$ cat src/rtl/train_track_fsm_if.sv
// Signal bundle between the two-train track controller and its surroundings.
// Sensors and fault_clear are level inputs and the rest are registered outputs; nothing here uses valid/ready.
interface train_track_fsm_if;
  logic       sensor_a;
  logic       sensor_b;
  logic       sensor_exit;
  logic       fault_clear;
  logic [1:0] DA;
  logic [1:0] DB;
  logic       sw1;
  logic       sw2;
  logic       fault;
  logic [3:0] Present_State;

  modport slave (
    input  sensor_a, sensor_b, sensor_exit, fault_clear,
    output DA, DB, sw1, sw2, fault, Present_State
  );

  modport master (
    output sensor_a, sensor_b, sensor_exit, fault_clear,
    input  DA, DB, sw1, sw2, fault, Present_State
  );
endinterface

$ cat src/rtl/train_track_fsm.sv
// Moore controller for two trains sharing one track segment, with sensor sync/edge front end and occupancy timeout.
// Optional sensor debounce is enabled by defining TRAIN_DEBOUNCE_EN.
module train_track_fsm #(
  parameter int unsigned TIMEOUT_CYCLES  = 50_000_000,
  parameter int unsigned DEBOUNCE_CYCLES = 500_000
) (
  input  logic              clk,
  input  logic              reset,
  train_track_fsm_if.slave  bus
);

  typedef enum logic [3:0] {
    S_ABOUT = 4'h1,
    S_AIN   = 4'h2,
    S_BIN   = 4'h3,
    S_ASTOP = 4'h4,
    S_BSTOP = 4'h5,
    S_FAULT = 4'hE
  } state_t;

  localparam int unsigned TW      = $clog2(TIMEOUT_CYCLES + 1);
  localparam logic [TW-1:0] TMO_MAX = TW'(TIMEOUT_CYCLES);

  // Sensor index: 0 = sensor_a, 1 = sensor_b, 2 = sensor_exit.
  logic [2:0] w_raw;
  logic [2:0] w_level;
  logic [2:0] r_s1;
  logic [2:0] r_s2;
  logic [2:0] r_prev;
  logic [2:0] r_arm;
  logic [2:0] r_pulse;
  logic       r_run;

  assign w_raw = {bus.sensor_exit, bus.sensor_b, bus.sensor_a};

`ifdef TRAIN_DEBOUNCE_EN
  localparam int unsigned DW = $clog2(DEBOUNCE_CYCLES + 1);
  localparam logic [DW-1:0] DB_MAX = DW'(DEBOUNCE_CYCLES);

  logic [DW-1:0] r_db_cnt [3];

  always_ff @(posedge clk) begin
    for (int i = 0; i < 3; i++) begin
      if (reset || !r_s2[i]) begin
        r_db_cnt[i] <= '0;
      end else if (r_db_cnt[i] != DB_MAX) begin
        r_db_cnt[i] <= r_db_cnt[i] + 1'b1;
      end
    end
  end

  always_comb begin
    w_level = '0;
    for (int i = 0; i < 3; i++) begin
      w_level[i] = (r_db_cnt[i] == DB_MAX);
    end
  end
`else
  assign w_level = r_s2;
`endif

  // r_arm stays low until a sensor has been seen low after reset, so a pin held through release never pulses.
  always_ff @(posedge clk) begin
    if (reset) begin
      r_s1    <= '0;
      r_s2    <= '0;
      r_prev  <= '0;
      r_arm   <= '0;
      r_pulse <= '0;
      r_run   <= 1'b0;
    end else begin
      r_s1    <= w_raw;
      r_s2    <= r_s1;
      r_run   <= 1'b1;
      r_arm   <= r_arm | ({3{r_run}} & ~r_s1);
      r_prev  <= w_level;
      r_pulse <= w_level & ~r_prev & r_arm;
    end
  end

  logic w_pa;
  logic w_pb;
  logic w_px;
  assign w_pa = r_pulse[0];
  assign w_pb = r_pulse[1];
  assign w_px = r_pulse[2];

  state_t        r_state;
  state_t        w_next;
  logic [TW-1:0] r_tmo;
  logic          w_active;
  logic [1:0]    w_da;
  logic [1:0]    w_db;
  logic          w_sw1;
  logic          w_sw2;
  logic          w_fault;
  logic [1:0]    r_da;
  logic [1:0]    r_db;
  logic          r_sw1;
  logic          r_sw2;
  logic          r_fault;

  assign w_active = (r_state == S_AIN) || (r_state == S_BIN) ||
                    (r_state == S_ASTOP) || (r_state == S_BSTOP);

  // State register, registered outputs and occupancy timer.
  always_ff @(posedge clk) begin
    if (reset) begin
      r_state <= S_ABOUT;
      r_da    <= 2'b01;
      r_db    <= 2'b01;
      r_sw1   <= 1'b0;
      r_sw2   <= 1'b0;
      r_fault <= 1'b0;
      r_tmo   <= '0;
    end else begin
      r_state <= w_next;
      r_da    <= w_da;
      r_db    <= w_db;
      r_sw1   <= w_sw1;
      r_sw2   <= w_sw2;
      r_fault <= w_fault;
      if (w_next != r_state || !w_active) begin
        r_tmo <= '0;
      end else if (r_tmo != TMO_MAX) begin
        r_tmo <= r_tmo + 1'b1;
      end
    end
  end

  always_comb begin
    w_next = r_state;
    case (r_state)
      S_ABOUT: begin
        if (w_pa)      w_next = w_pb ? S_BSTOP : S_AIN;
        else if (w_pb) w_next = S_BIN;
      end
      S_AIN: begin
        if (w_pb)      w_next = S_BSTOP;
        else if (w_px) w_next = S_ABOUT;
      end
      S_BIN: begin
        if (w_pa)      w_next = S_ASTOP;
        else if (w_px) w_next = S_ABOUT;
      end
      S_ASTOP: if (w_px) w_next = S_AIN;
      S_BSTOP: if (w_px) w_next = S_BIN;
      S_FAULT: if (bus.fault_clear) w_next = S_ABOUT;
      default: w_next = S_FAULT;
    endcase
    // An expired occupancy timer wins over any pulse arriving the same cycle.
    if (w_active && r_tmo == TMO_MAX) w_next = S_FAULT;
  end

  always_comb begin
    w_da    = 2'b00;
    w_db    = 2'b00;
    w_sw1   = 1'b0;
    w_sw2   = 1'b0;
    w_fault = 1'b0;
    case (w_next)
      S_ABOUT, S_AIN: begin
        w_da = 2'b01;
        w_db = 2'b01;
      end
      S_BIN: begin
        w_da  = 2'b01;
        w_db  = 2'b01;
        w_sw1 = 1'b1;
        w_sw2 = 1'b1;
      end
      S_ASTOP: begin
        w_db  = 2'b01;
        w_sw1 = 1'b1;
        w_sw2 = 1'b1;
      end
      S_BSTOP: w_da = 2'b01;
      default: w_fault = 1'b1;
    endcase
  end

  assign bus.Present_State = r_state;
  assign bus.DA            = r_da;
  assign bus.DB            = r_db;
  assign bus.sw1           = r_sw1;
  assign bus.sw2           = r_sw2;
  assign bus.fault         = r_fault;

endmodule

$ cat src/flat_wrapper.sv
// flat-port wrapper written by rule: the top's interface ports become plain ports
module train_track_fsm_flat 
#(
  parameter int unsigned TIMEOUT_CYCLES  = 50_000_000,
  parameter int unsigned DEBOUNCE_CYCLES = 500_000
)
  (clk, reset, bus_sensor_a, bus_sensor_b, bus_sensor_exit, bus_fault_clear, bus_DA, bus_DB, bus_sw1, bus_sw2, bus_fault, bus_Present_State);
  train_track_fsm_if bus_i ();
  input  logic clk;
  input  logic reset;
  input wire logic [$bits(bus_i.sensor_a)-1:0] bus_sensor_a;
  input wire logic [$bits(bus_i.sensor_b)-1:0] bus_sensor_b;
  input wire logic [$bits(bus_i.sensor_exit)-1:0] bus_sensor_exit;
  input wire logic [$bits(bus_i.fault_clear)-1:0] bus_fault_clear;
  output wire logic [$bits(bus_i.DA)-1:0] bus_DA;
  output wire logic [$bits(bus_i.DB)-1:0] bus_DB;
  output wire logic [$bits(bus_i.sw1)-1:0] bus_sw1;
  output wire logic [$bits(bus_i.sw2)-1:0] bus_sw2;
  output wire logic [$bits(bus_i.fault)-1:0] bus_fault;
  output wire logic [$bits(bus_i.Present_State)-1:0] bus_Present_State;
  assign bus_i.sensor_a = bus_sensor_a;
  assign bus_i.sensor_b = bus_sensor_b;
  assign bus_i.sensor_exit = bus_sensor_exit;
  assign bus_i.fault_clear = bus_fault_clear;
  assign bus_DA = bus_i.DA;
  assign bus_DB = bus_i.DB;
  assign bus_sw1 = bus_i.sw1;
  assign bus_sw2 = bus_i.sw2;
  assign bus_fault = bus_i.fault;
  assign bus_Present_State = bus_i.Present_State;
  train_track_fsm #(.TIMEOUT_CYCLES(TIMEOUT_CYCLES), .DEBOUNCE_CYCLES(DEBOUNCE_CYCLES)) u_core (.clk(clk), .reset(reset), .bus(bus_i));
endmodule
$ cat config.mk
export PLATFORM = sky130hd
export DESIGN_NAME = train_track_fsm_flat
export DESIGN_NICKNAME = d
export VERILOG_FILES = /design/src/rtl/train_track_fsm_if.sv /design/src/rtl/train_track_fsm.sv /design/src/flat_wrapper.sv
export SDC_FILE = /design/constraint.sdc
export NUM_CORES = 1
export LEC_CHECK = 0
export CAP_MARGIN = 10
export CORE_MARGIN = 2
export CORE_UTILIZATION = 60
export CTS_BUF_LIST = sky130_fd_sc_hd__clkbuf_2 sky130_fd_sc_hd__clkbuf_4 sky130_fd_sc_hd__clkbuf_8
export CTS_CLUSTER_DIAMETER = 40
export DETAILED_ROUTE_END_ITERATION = 10
export HOLD_SLACK_MARGIN = 0.05
export PLACE_DENSITY = 0.82
export SYNTH_ARGS = -nofsm -noshare
export SYNTH_HDL_FRONTEND = slang
export SYNTH_SLANG_ARGS = --single-unit
$ cat constraint.sdc
create_clock -name clk -period 5.8 [get_ports clk]
set_clock_uncertainty 0.2 [all_clocks]
set_input_delay 0.87 -clock clk [delete_from_list [all_inputs] [get_ports clk]]
set_output_delay 0.87 -clock clk [all_outputs]
set_load 0.02 [all_outputs]
# [After elaboration in Yosys (flattened, before gate mapping)]
# Index checks and enable logic that the tools add are counted.
[totals] output_inout_bits=11 in_bits=6 wordCells=60 reg_bits=52
[classes] eq_ne=14 n_addsub=1 mux=16 bitwise=6 n_reduce_logical=11
[ops] cell="4-bit two-way mux" count=9
[ops] cell="26-bit by 1-bit adder with 26-bit output, second input constant" count=1
[ops] cell="26-bit == test, second input constant" count=1
[ops] cell="26-bit inequality test, second input constant" count=1
[ops] cell="4-bit case mux with 6 select lines" count=1
[ops] cell="4-bit by 2-bit == test with 1-bit output, second input constant" count=4
[ops] cell="4-bit by 3-bit == test with 1-bit output, second input constant" count=4
[ops] cell="3-bit AND" count=3
[ops] cell="4-bit by 1-bit == test with 1-bit output, second input constant" count=2
[ops] cell="4-bit OR reduction" count=2
[ops] cell="3-bit NOT" count=2
[ops] cell="1-bit two-way mux" count=5
[ops] cell="5-bit OR reduction" count=1
[ops] cell="4-bit == test, second input constant" count=1
[ops] cell="1-bit logical OR" count=4
[ops] cell="4-bit inequality test" count=1
[ops] cell="2-bit OR reduction" count=2
[ops] cell="3-bit two-way mux" count=1
[ops] cell="3-bit bitwise OR" count=1
[ops] cell="1-bit logical AND" count=1
[ops] cell="1-bit logical NOT" count=1

# [Depth between registers and ports, before layout]
[logic_depth] depth_word=9 depth_mapped=11 depth_no_buf=8

# [Worst setup path before layout]
# No wires, ideal clock.
[synth_timing] path_type="register to register" from="reg u_core.r_tmo[0]" to="reg u_core.r_tmo[12]" path_buffers=3 slack_ps=3278 path_stages_with_launch=12 period_less_slack_ps=2522 t_arrival_ps=2258 setup_ps=64 t_required_ps=5536 cell_sequence="dfxtp_1 inv_1 ha_1 and3b_1 nand4_1 or3_1 clkbuf_2 or3_1 a211o_1 buf_6 buf_6 nor2_1"
[synth_via] elab_chain_len=6 elab_cells_between_ends=8 classes_between="1 x add/sub; 3 x eq/ne; 1 x mux; 3 x reduce/logical"
[synth_lines] item="start: declaration" line_no="train_track_fsm.sv:90" source="logic [TW-1:0] r_tmo;"
[synth_lines] item="start signal: assignment" line_no="train_track_fsm.sv:126" source="r_tmo <= r_tmo + 1'b1;"
[synth_lines] item="26-bit == test" line_no="train_track_fsm.sv:152" source="if (w_active && r_tmo == TMO_MAX) w_next = S_FAULT;"
[synth_lines] item="1-bit logical AND" line_no="train_track_fsm.sv:152"
[synth_lines] item="4-bit two-way mux" line_no="train_track_fsm.sv:152"
[synth_lines] item="4-bit inequality test" line_no="train_track_fsm.sv:123" source="if (w_next != r_state || !w_active) begin"
[synth_lines] item="1-bit logical OR" line_no="train_track_fsm.sv:123"
[synth_lines] item="2-bit OR reduction (no line)"
# Several ways; a longest one is shown, not always the timed one.
# A chain may end at the register's enable or synchronous reset.

# [Final worst setup path]
[layout_timing] from="in reset" to="reg u_core.r_tmo[0]"
[layout_via] elab_chain_len=1
[layout_lines] item="start: declaration" line_no="flat_wrapper.sv:10" source="input logic reset;"
[layout_lines] item="2-bit OR reduction (no line)"
# Every way passes these cells.

==> out/qor.yml <==
yosysWarningCount: 0
r2r_end: "u_core.r_tmo[0]$_SDFFE_PP0P_"
clkSinkCount: 50
fin_util: 0.695
post_cts_resized: 0
slew_violations: 0
r2r-start: "u_core.r_tmo[2]$_SDFFE_PP0P_"
die_area_sq_mm: 0.00411
setup_viol: 0
fin_tns_setup_ns: 0
dp_hpwl_microns: 2620
r2r_slack_ns: 2.85
drt_first_iter_violations: 167
slowest_stage: "clkdlybuf4s50_1"
path_delay_family: "compound AO/OA/AOI/OAI gates"
status: "completed"
die_h_microns: 64.1
max_stage_delay_ns: 0.65
whs_path_depth: 2
crit_fanout: 26
worstPathArrival_ns: 3.10
period_minus_slack_ns: 3.00
root_buffer: "clkbuf_4"
synth_edf_count: 0
critPathBufInv: 2
clock_path_buffers: 2
grt_pass1_wl_microns: 6800
crit_required_ns: 5.90
grt_setup_unrepaired: "false"
max_slew_margin: 0.440
antenna_found_initial: 0
viasPerCell: 5.49
finalHoldViolCount: 0
synth_area_sq_mm: 0.00217
cts-buffers-inserted: 5
grt_pass1_vias: 1524
ys_top_cells_by_area: "dfxtp_1 46%, nor2_1 7.1%, xor2_1 6.9%, xnor2_1 3.2%, nor2b_1 2.9%"
port_buffers: 14
synth_simple_gate_area_share: 0.277
place.gp.congestion: 0.828
avgSynthCellArea_sq_um: 8.89
drive_gt1_frac: 0.0471
worstHoldEndpoint: "u_core.r_s2[1]$_SDFF_PP0_"
initial_core_util: 0.635
grtUsageTotal: 0.211
fmax_ghz: 0.333
antenna_left: 0
drt-pass1-iter-count: 4
period_share: 0.518
ys.flop_type: "dfxtp_1"
routed_wl_microns: 3880
cts_tree: "done"
p_leak_nw: 0.852
seq_area_frac_synth: 0.461
num_io_pins: 17
route.detailed.drc: 0
rows: 21
core_area_sq_mm: 0.00342
worstHoldStart: "u_core.r_s1[1]$_SDFF_PP0_"
startpoint_type: "primary input"
synthMuxAreaShare: 0.00519
cts-htree-levels: 2
yosys.area_share.adder: 0.0115
wire_per_inst_microns: 12.9
cp_cell_sequence: "clkdlybuf4s50_1 -> inv_1 -> o311ai_0 -> a21oi_1 -> o21ai_0 -> a211o_1 -> nor3_1"
synth_compound_area_frac: 0.0894
path_clk_slew_ns: 0.14
rr_worst_depth: 6
hold_buffers: 0
ys_types: 43
synthToLayoutAreaGrowth_pct: 9.34
endpoint_kind: "flop"
drv_cap: 0
cts_setup_buffers: 0
fillers: 286
yosys.area.top_type: "dfxtp_1"
vias: 1653
hold_path.class: "flop to flop"
p_total_mw: 0.881
die_x_microns: 64.1
p_per_area_mw_per_mm2: 371
grt-ovfl-total: 0
syn_inst: 244
n_antenna_cell: 0
synth_top_family_by_area: "simple AND/OR/NAND/NOR gates"
nNetsFinal: 262
clock_latency_ns: 0.37
ys_ff_latch: 50
yosysTopAreaCellShare: 0.461
synth_xor_area_frac: 0.101
grt_max_degree: 27
critical_path_class: "primary input to flop"
tightest_slew_ns: 0.840
ir_worst_vdd_mv: 0.220
synthArstFlopShare: 0
[sequential cells by signal, summed over array words and instances, names as in the netlist]
name and count:
u_core.r_tmo 26, u_core.r_prev 3, u_core.r_arm 3, u_core.r_pulse 3
u_core.bus.fault 1, u_core.r_s1 3, u_core.r_s2 3, u_core.bus.DA 1
u_core.bus.sw1 1, u_core.bus.DB 1, u_core.bus.Present_State 4, u_core.r_run 1
[worst reg2reg max path: stages (launching register included)]
cell	delay [ns]
dfxtp_1	0.40
nor4b_2	0.32
nand4_1	0.17
or3_1	0.50
or3_1	0.38
a211o_1	0.63
nor3_1	0.27
[per-stage QoR]
stage	cell area (sq um)	cells	worst slack (ns)	hold slack, ns
after floorplan	2170	245	3.28	0.210
after global placement	2290	293	2.49	0.227
after detailed placement	2290	293	2.43	0.230
after CTS	2370	301	2.81	0.251
after global routing	2370	301	2.57	0.278
final	2370	301	2.80	0.248
[report_power, final]
group          switching, mW  internal [mW]  leakage, nW  total [mW]
clock network          0.115         0.0917       0.0456       0.207
logic                  0.141          0.107        0.398       0.248
registers             0.0505          0.376        0.408       0.427
total                  0.306          0.575        0.852       0.881
[logic make-up after synthesis]
kind of cell,count (synthesis)
buffers and inverters,21
muxes,1
xor gates and xnor gates,25
DFF,50
other,1
adders and majority gates,2
AOI/OAI and AO/OA,31
and+or+nand+nor,113
[worst max path at each step]
stage | start | end | slack, ns | cells after the start
global route | reset | u_core.r_tmo[7]$_SDFFE_PP0P_ | 2.57 | 7
CTS | reset | u_core.r_tmo[0]$_SDFFE_PP0P_ | 2.81 | 7
finish | reset | u_core.r_tmo[0]$_SDFFE_PP0P_ | 2.80 | 7
detailed placement | reset | u_core.r_tmo[0]$_SDFFE_PP0P_ | 2.43 | 7
global placement | reset | u_core.r_tmo[0]$_SDFFE_PP0P_ | 2.49 | 7
floorplan | u_core.r_tmo[0]$_SDFFE_PP0P_ | u_core.r_tmo[12]$_SDFFE_PP0P_ | 3.28 | 11
[synth_stat cells (3+ instances only)]
library cell  count
dfxtp_1          50
nor2_1           41
xor2_1           17
nand2_1          14
a21oi_1          11
nor2b_1          10
inv_1             9
xnor2_1           8
nand3_1           7
nand4_1           7
o21ai_0           7
and4_1            5
clkbuf_1          5
and3_1            4
and3b_1           4
buf_4             3
buf_6             3
nor3_1            3
[cell usage in the layout, fill, tap and decap left out, drive strengths merged, types with 3 or more instances in the layout]
master,netlist,final
a21oi,11,11
and3,4,4
and3b,4,4
and4,5,5
clkbuf,6,5
clkdlybuf4s50,0,14
dfxtp,50,50
inv,9,10
nand2,14,14
nand3,7,7
nand4,7,7
nor2,42,42
nor2b,10,10
nor3,3,3
o21ai,7,7
xnor2,8,8
xor2,17,17
[cell type report]
class	count	area, sq um	area share
inverter	9	33.8	0.0142
timing repair buffer	14	140	0.0591
tap	46	57.6	0.0243
multi-input combinational	174	1060	0.446
sequential	50	1000	0.422
clock buffer	5	37.5	0.0158
clock inverter	3	43.8	0.0185
[per-layer routing]
metal	part of all wire	GRT usage	up-vias
met2	0.47	0.311	33
met5	0	0	-
met3	0.035	0.0581	5
met1	0.48	0.298	765
met4	0.013	0.0745	0
li1	-	-	850
No activity file was read; power rests on OpenSTA's default activity.
